### src/rtl/mux_piso_ctrl_if.sv
// Byte-in / bit-out handshake bundle for mux_piso_ctrl.
// slave is the sequencer's view; master is the producer/consumer side around it.
interface mux_piso_ctrl_if;
  logic [7:0] din;
  logic       din_valid;
  logic       din_ready;
  logic       ser_bit;
  logic       ser_valid;
  logic       ser_ready;
  logic       ser_last;

  modport slave (
    input  din, din_valid, ser_ready,
    output din_ready, ser_bit, ser_valid, ser_last
  );

  modport master (
    output din, din_valid, ser_ready,
    input  din_ready, ser_bit, ser_valid, ser_last
  );
endinterface

### src/rtl/mux_piso_ctrl.sv
// Parallel-in/serial-out sequencer wrapped around an external 8:1 mux.
// Define MUX_PISO_MSB_FIRST_EN for MSB-first bit order (default LSB first).
module mux_piso_ctrl #(
  parameter logic IDLE_VAL = 1'b0
) (
  input  logic                  clk,
  input  logic                  rst,
  mux_piso_ctrl_if.slave        io,
  output logic [7:0]            mux_a,
  output logic [2:0]            mux_sel,
  input  logic                  mux_y,
  output logic                  busy
);
  typedef enum logic {IDLE, SHIFT} state_t;

  state_t     state, state_n;
  logic [2:0] cnt, cnt_n;
  logic [7:0] a_n;
  logic       bit_q, bit_n, vld_q, vld_n, last_q, last_n;
  logic       adv, accept;

  assign adv          = ~vld_q | io.ser_ready;
  assign io.din_ready = (state == IDLE) | ((state == SHIFT) & (cnt == 3'd7) & adv);
  assign accept       = io.din_valid & io.din_ready;

`ifdef MUX_PISO_MSB_FIRST_EN
  assign mux_sel = ~cnt;
`else
  assign mux_sel = cnt;
`endif

  assign io.ser_bit   = bit_q;
  assign io.ser_valid = vld_q;
  assign io.ser_last  = last_q;
  assign busy         = (state == SHIFT) | vld_q;

  always_comb begin
    state_n = state;
    cnt_n   = cnt;
    a_n     = mux_a;
    bit_n   = bit_q;
    vld_n   = vld_q;
    last_n  = last_q;
    case (state)
      IDLE: begin
        // Drain a stalled last bit even on the edge a new byte lands,
        // otherwise that bit would be presented twice.
        if (adv) begin
          vld_n  = 1'b0;
          bit_n  = IDLE_VAL;
          last_n = 1'b0;
        end
        if (accept) begin
          a_n     = io.din;
          cnt_n   = 3'd0;
          state_n = SHIFT;
        end
      end
      SHIFT: begin
        if (adv) begin
          bit_n  = mux_y;
          vld_n  = 1'b1;
          last_n = (cnt == 3'd7);
          if (cnt != 3'd7) begin
            cnt_n = cnt + 3'd1;
          end else if (accept) begin
            a_n   = io.din;
            cnt_n = 3'd0;
          end else begin
            state_n = IDLE;
          end
        end
      end
      default: state_n = IDLE;
    endcase
  end

  always_ff @(posedge clk or posedge rst) begin
    if (rst) begin
      state  <= IDLE;
      cnt    <= 3'd0;
      mux_a  <= 8'h00;
      bit_q  <= IDLE_VAL;
      vld_q  <= 1'b0;
      last_q <= 1'b0;
    end else begin
      state  <= state_n;
      cnt    <= cnt_n;
      mux_a  <= a_n;
      bit_q  <= bit_n;
      vld_q  <= vld_n;
      last_q <= last_n;
    end
  end
endmodule

### src/flat_wrapper.sv
// flat-port wrapper written by rule: the top's interface ports become plain ports
module mux_piso_ctrl_flat 
#(
  parameter logic IDLE_VAL = 1'b0
)
  (clk, rst, mux_a, mux_sel, mux_y, busy, io_din, io_din_valid, io_ser_ready, io_din_ready, io_ser_bit, io_ser_valid, io_ser_last);
  mux_piso_ctrl_if io_i ();
  input  logic clk;
  input  logic rst;
  output logic [7:0] mux_a;
  output logic [2:0] mux_sel;
  input  logic mux_y;
  output logic busy;
  input wire logic [$bits(io_i.din)-1:0] io_din;
  input wire logic [$bits(io_i.din_valid)-1:0] io_din_valid;
  input wire logic [$bits(io_i.ser_ready)-1:0] io_ser_ready;
  output wire logic [$bits(io_i.din_ready)-1:0] io_din_ready;
  output wire logic [$bits(io_i.ser_bit)-1:0] io_ser_bit;
  output wire logic [$bits(io_i.ser_valid)-1:0] io_ser_valid;
  output wire logic [$bits(io_i.ser_last)-1:0] io_ser_last;
  assign io_i.din = io_din;
  assign io_i.din_valid = io_din_valid;
  assign io_i.ser_ready = io_ser_ready;
  assign io_din_ready = io_i.din_ready;
  assign io_ser_bit = io_i.ser_bit;
  assign io_ser_valid = io_i.ser_valid;
  assign io_ser_last = io_i.ser_last;
  mux_piso_ctrl #(.IDLE_VAL(IDLE_VAL)) u_core (.clk(clk), .rst(rst), .io(io_i), .mux_a(mux_a), .mux_sel(mux_sel), .mux_y(mux_y), .busy(busy));
endmodule
### config.mk
export PLATFORM = sky130hd
export DESIGN_NAME = mux_piso_ctrl_flat
export DESIGN_NICKNAME = d
export VERILOG_FILES = /design/src/rtl/mux_piso_ctrl_if.sv /design/src/rtl/mux_piso_ctrl.sv /design/src/flat_wrapper.sv
export SDC_FILE = /design/constraint.sdc
export NUM_CORES = 1
export LEC_CHECK = 0
export BUFFER_PORTS_ARGS = -buffer_cell sky130_fd_sc_hd__buf_2
export CAP_MARGIN = 20
export CORE_MARGIN = 5
export CORE_UTILIZATION = 45
export CTS_CLUSTER_SIZE = 28
export DETAILED_ROUTE_END_ITERATION = 8
export PLACE_DENSITY_LB_ADDON = 0.1
export SETUP_SLACK_MARGIN = 0.2
export SYNTH_ARGS = -nofsm -noshare
export SYNTH_HDL_FRONTEND = slang
export SYNTH_SLANG_ARGS = --single-unit
### constraint.sdc
create_clock -name clk -period 1.78 [get_ports clk]
set_input_delay 0.445 -clock clk [delete_from_list [all_inputs] [get_ports clk]]
set_output_delay 0.445 -clock clk [all_outputs]
set_load 0.01 [all_outputs]
==> qor.txt <==
fmax - 570.6 MHz
power density normalized to cell area - 1382 nW/µm²
wire length per cell - 13.93 µm
Max Slew Vio Count - 0
1st-iter DRT viols - 1
largest net degree at the start of global routing - 16
count of input and output buffers - 28
number of global-route vias before repair - 546
power share of the clock group - 14.5%
net switching component of the power - 0.4525 mW
max-slew headroom at the worst pin - 62.29%
syn_nets - 70
setup repair after global routing missed its margin - yes
post-synth top area share - 53.57%
Yosys warning count - 0
post-detailed-placement cell area - 853.3 µm²
Num CTS Buffers - 3
clock sink count - 15
cell count after synthesis - 55
fraction of the yosys area taken by sequential cells - 53.57%
Row Count - 14
weighted congestion at the end of routability-driven global placement - 0.8050
global-route wire length before repair - 2.456 mm
Syn-to-layout area delta - 39.46%
placed insts - 99
worst hold path type - primary input to asynchronous set/reset pin
Comb pwr share - 44.3%
Initial Utilization - 47.06%
post-synth cell types - 17
setup_tns - 0 ps
detailed-routing iteration count for the pre-antenna-repair pass - 3
Worst Skew - 4.663 ps
worst path arrival time - 1310 ps
Clock H-tree levels - 1
global routing usage summed across all routing layers - 12.77%
final antenna diode count - 0
CTS Buffer Depth - 2
initial antenna violation count - 0
detailed-route wire length - 1.504 mm
DRC violation count after routing - 0
Layout Nets - 108
clock-pin slew of the registers on the worst-case setup and hold paths - 90 ps
core area - 1489 µm²
R2R depth - 7
sequential share of power - 41.1%
post-route ant nets - 0
P_int - 0.8978 mW
total vias in the final route - 532
required time of the critical path - 1330 ps
outcome - completed
vertical die dimension - 49.46 µm
category of the critical setup timing path - flop to primary output
number of cells in the finished layout apart from fillers - 108
cell type with the largest total area after synthesis - sky130_fd_sc_hd__dfrtp_1
worst voltage drop across the vdd grid - 0.0007326 V
Min Clock Period, post-route - 1752 ps
share of the clock period used by the worst path after layout - 98.45%
startpoint types - flop
clock tree root buffer cell - sky130_fd_sc_hd__clkbuf_4
sum of net half-perimeters after detailed placement - 1.051 mm
Netlist Area Pre-Place - 700.7 µm²
mean area per synthesized cell - 12.74 µm²
Critical Path Fanout Max - 3
cell types with the largest area share after synthesis - sky130_fd_sc_hd__dfrtp_1 (54%), sky130_fd_sc_hd__mux2_4 (15%), sky130_fd_sc_hd__o21ai_0 (5.0%)
fraction of final layout cells with drive strength greater than 1 - 63.04%
cell area after layout - 977.2 µm²
final setup fails - 0
Die Width - 49.46 µm
Total Die Area - 2446 µm²
source-to-sink clock delay at the later pin of the worst-skew pair - 280 ps
number of max-capacitance violations reported - 0
Top Ports - 29
switching power share of the total - 33.51%
Leakage - 0.4939 nW
synthesized flop and latch total - 15
crit end category - primary output
fin util - 65.63%
count of final hold-check violations - 0
CTS Hold Bufs - 0
vias per std cell - 4.926
final global-route overflow total - 0
transition time of the tightest slew-check pin - 565.0 ps
TritonCTS clock tree - done
[critical path, cell delays in order, from the launching register on]
cell	delay, ps
sky130_fd_sc_hd__dfrtp_1	390
sky130_fd_sc_hd__ha_2	210
sky130_fd_sc_hd__ha_4	140
sky130_fd_sc_hd__inv_2	30
sky130_fd_sc_hd__o21ai_2	120
sky130_fd_sc_hd__buf_2	150
[cells in the final DEF (no fill, tap or decap), types with 2 or more instances in the layout]
master / synthesis / routed
sky130_fd_sc_hd__nand3_1: 2 / 2
sky130_fd_sc_hd__clkbuf_4: 0 / 3
sky130_fd_sc_hd__o21ai_0: 7 / 6
sky130_fd_sc_hd__inv_1: 3 / 2
sky130_fd_sc_hd__nand2_1: 6 / 5
sky130_fd_sc_hd__buf_2: 0 / 27
sky130_fd_sc_hd__buf_6: 2 / 3
sky130_fd_sc_hd__dfrtp_1: 15 / 14
sky130_fd_sc_hd__buf_4: 0 / 5
sky130_fd_sc_hd__mux2_4: 7 / 7
[cell type report]
| cell class | instances | area [µm²] |
|---|---|---|
| clock buffers | 4 | 26.28 |
| fillers | 116 | 511.7 |
| inverters | 3 | 11.26 |
| multi-input cells | 35 | 336.6 |
| flip-flops and latches | 15 | 376.6 |
| well taps | 16 | 20.02 |
| repair buffers | 35 | 206.4 |
[per-stage QoR]
| step | power [mW] | setup slack, ps | hold WS, ps |
|---|---|---|---|
| 2_1_floorplan | 0.8753 | 202.9 | 346.5 |
| 3_3_place_gp | 1.063 | 170.9 | 458.0 |
| 3_5_place_dp | 1.069 | 129.6 | 468.6 |
| 4_1_cts | 1.337 | 20.20 | 221.9 |
| 5_1_grt | 1.446 | -35.45 | 241.4 |
| 6_report | 1.350 | 27.56 | 201.1 |
[logic make-up (layout without fill, tap and decap cells)]
kind of cell,Yosys count,count (layout),share of synthesized area [%]
multiplexers,8,8,16.61
flip-flops,15,15,53.57
adder cells (fa/ha/maj),2,2,3.571
AO/OA/AOI/OAI,10,10,9.285
AND/OR/NAND/NOR,15,15,12.14
buffers and inverters,5,42,4.821
[metal layers]
layer	wire [µm]	track usage (%)	part of all wire [%]	vias to the layer above
met4	0	5.677	0	0
met5	0	0	0	-
met3	77	3.313	5.1	0
met2	727	19.10	48	15
li1	-	-	-	261
met1	700	17.27	47	256
[state kept, by name, indices dropped and copies added (netlist names)]
name and count:
u_core.mux_a 8, u_core.io.ser_valid 1, u_core.state 1, u_core.mux_sel 3, u_core.io.ser_last 1, u_core.io.ser_bit 1
[synthesized netlist by cell type (all sizes together)]
cell	number
dfrtp	15
mux2	8
o21ai	7
nand2	6
inv	3
a21oi	2
buf	2
ha	2
nand2b	2
nand3	2
nor2b	2
o22ai	1
or2	1
or2b	1
or3	1
[final timing paths]
check / start / to / slack (ps)
max in group asynchronous: rst / u_core.state$_DFF_PP0_ / 1180
min in group clk: io_din[0] / u_core.mux_a[0]$_DFFE_PP0P_ / 390
max: u_core.mux_sel[1]$_DFFE_PP0N_ / io_din_ready / 30
max reg2reg: u_core.mux_sel[1]$_DFFE_PP0N_ / u_core.mux_a[7]$_DFFE_PP0P_ / 170
min: rst / u_core.mux_sel[2]$_DFFE_PP0N_ / 200
min reg2reg: u_core.io.ser_last$_DFFE_PP0P_ / u_core.io.ser_last$_DFFE_PP0P_ / 480
[power groups by stage]
stage	clock [mW]	sequential (mW)	combinational [mW]
detailed placement	0	0.559	0.510
finish	0.196	0.556	0.599
CTS	0.199	0.555	0.582
global placement	0	0.555	0.508
global route	0.219	0.574	0.653
floorplan	0	0.617	0.258
[repair_timing]
action                     in CTS  in global routing
setup endpoints to repair      10                 11
resized for setup              12                  4
pin swaps                       4                  1
setup buffers                   5                  0
No activity file was read; power rests on OpenSTA's default activity.
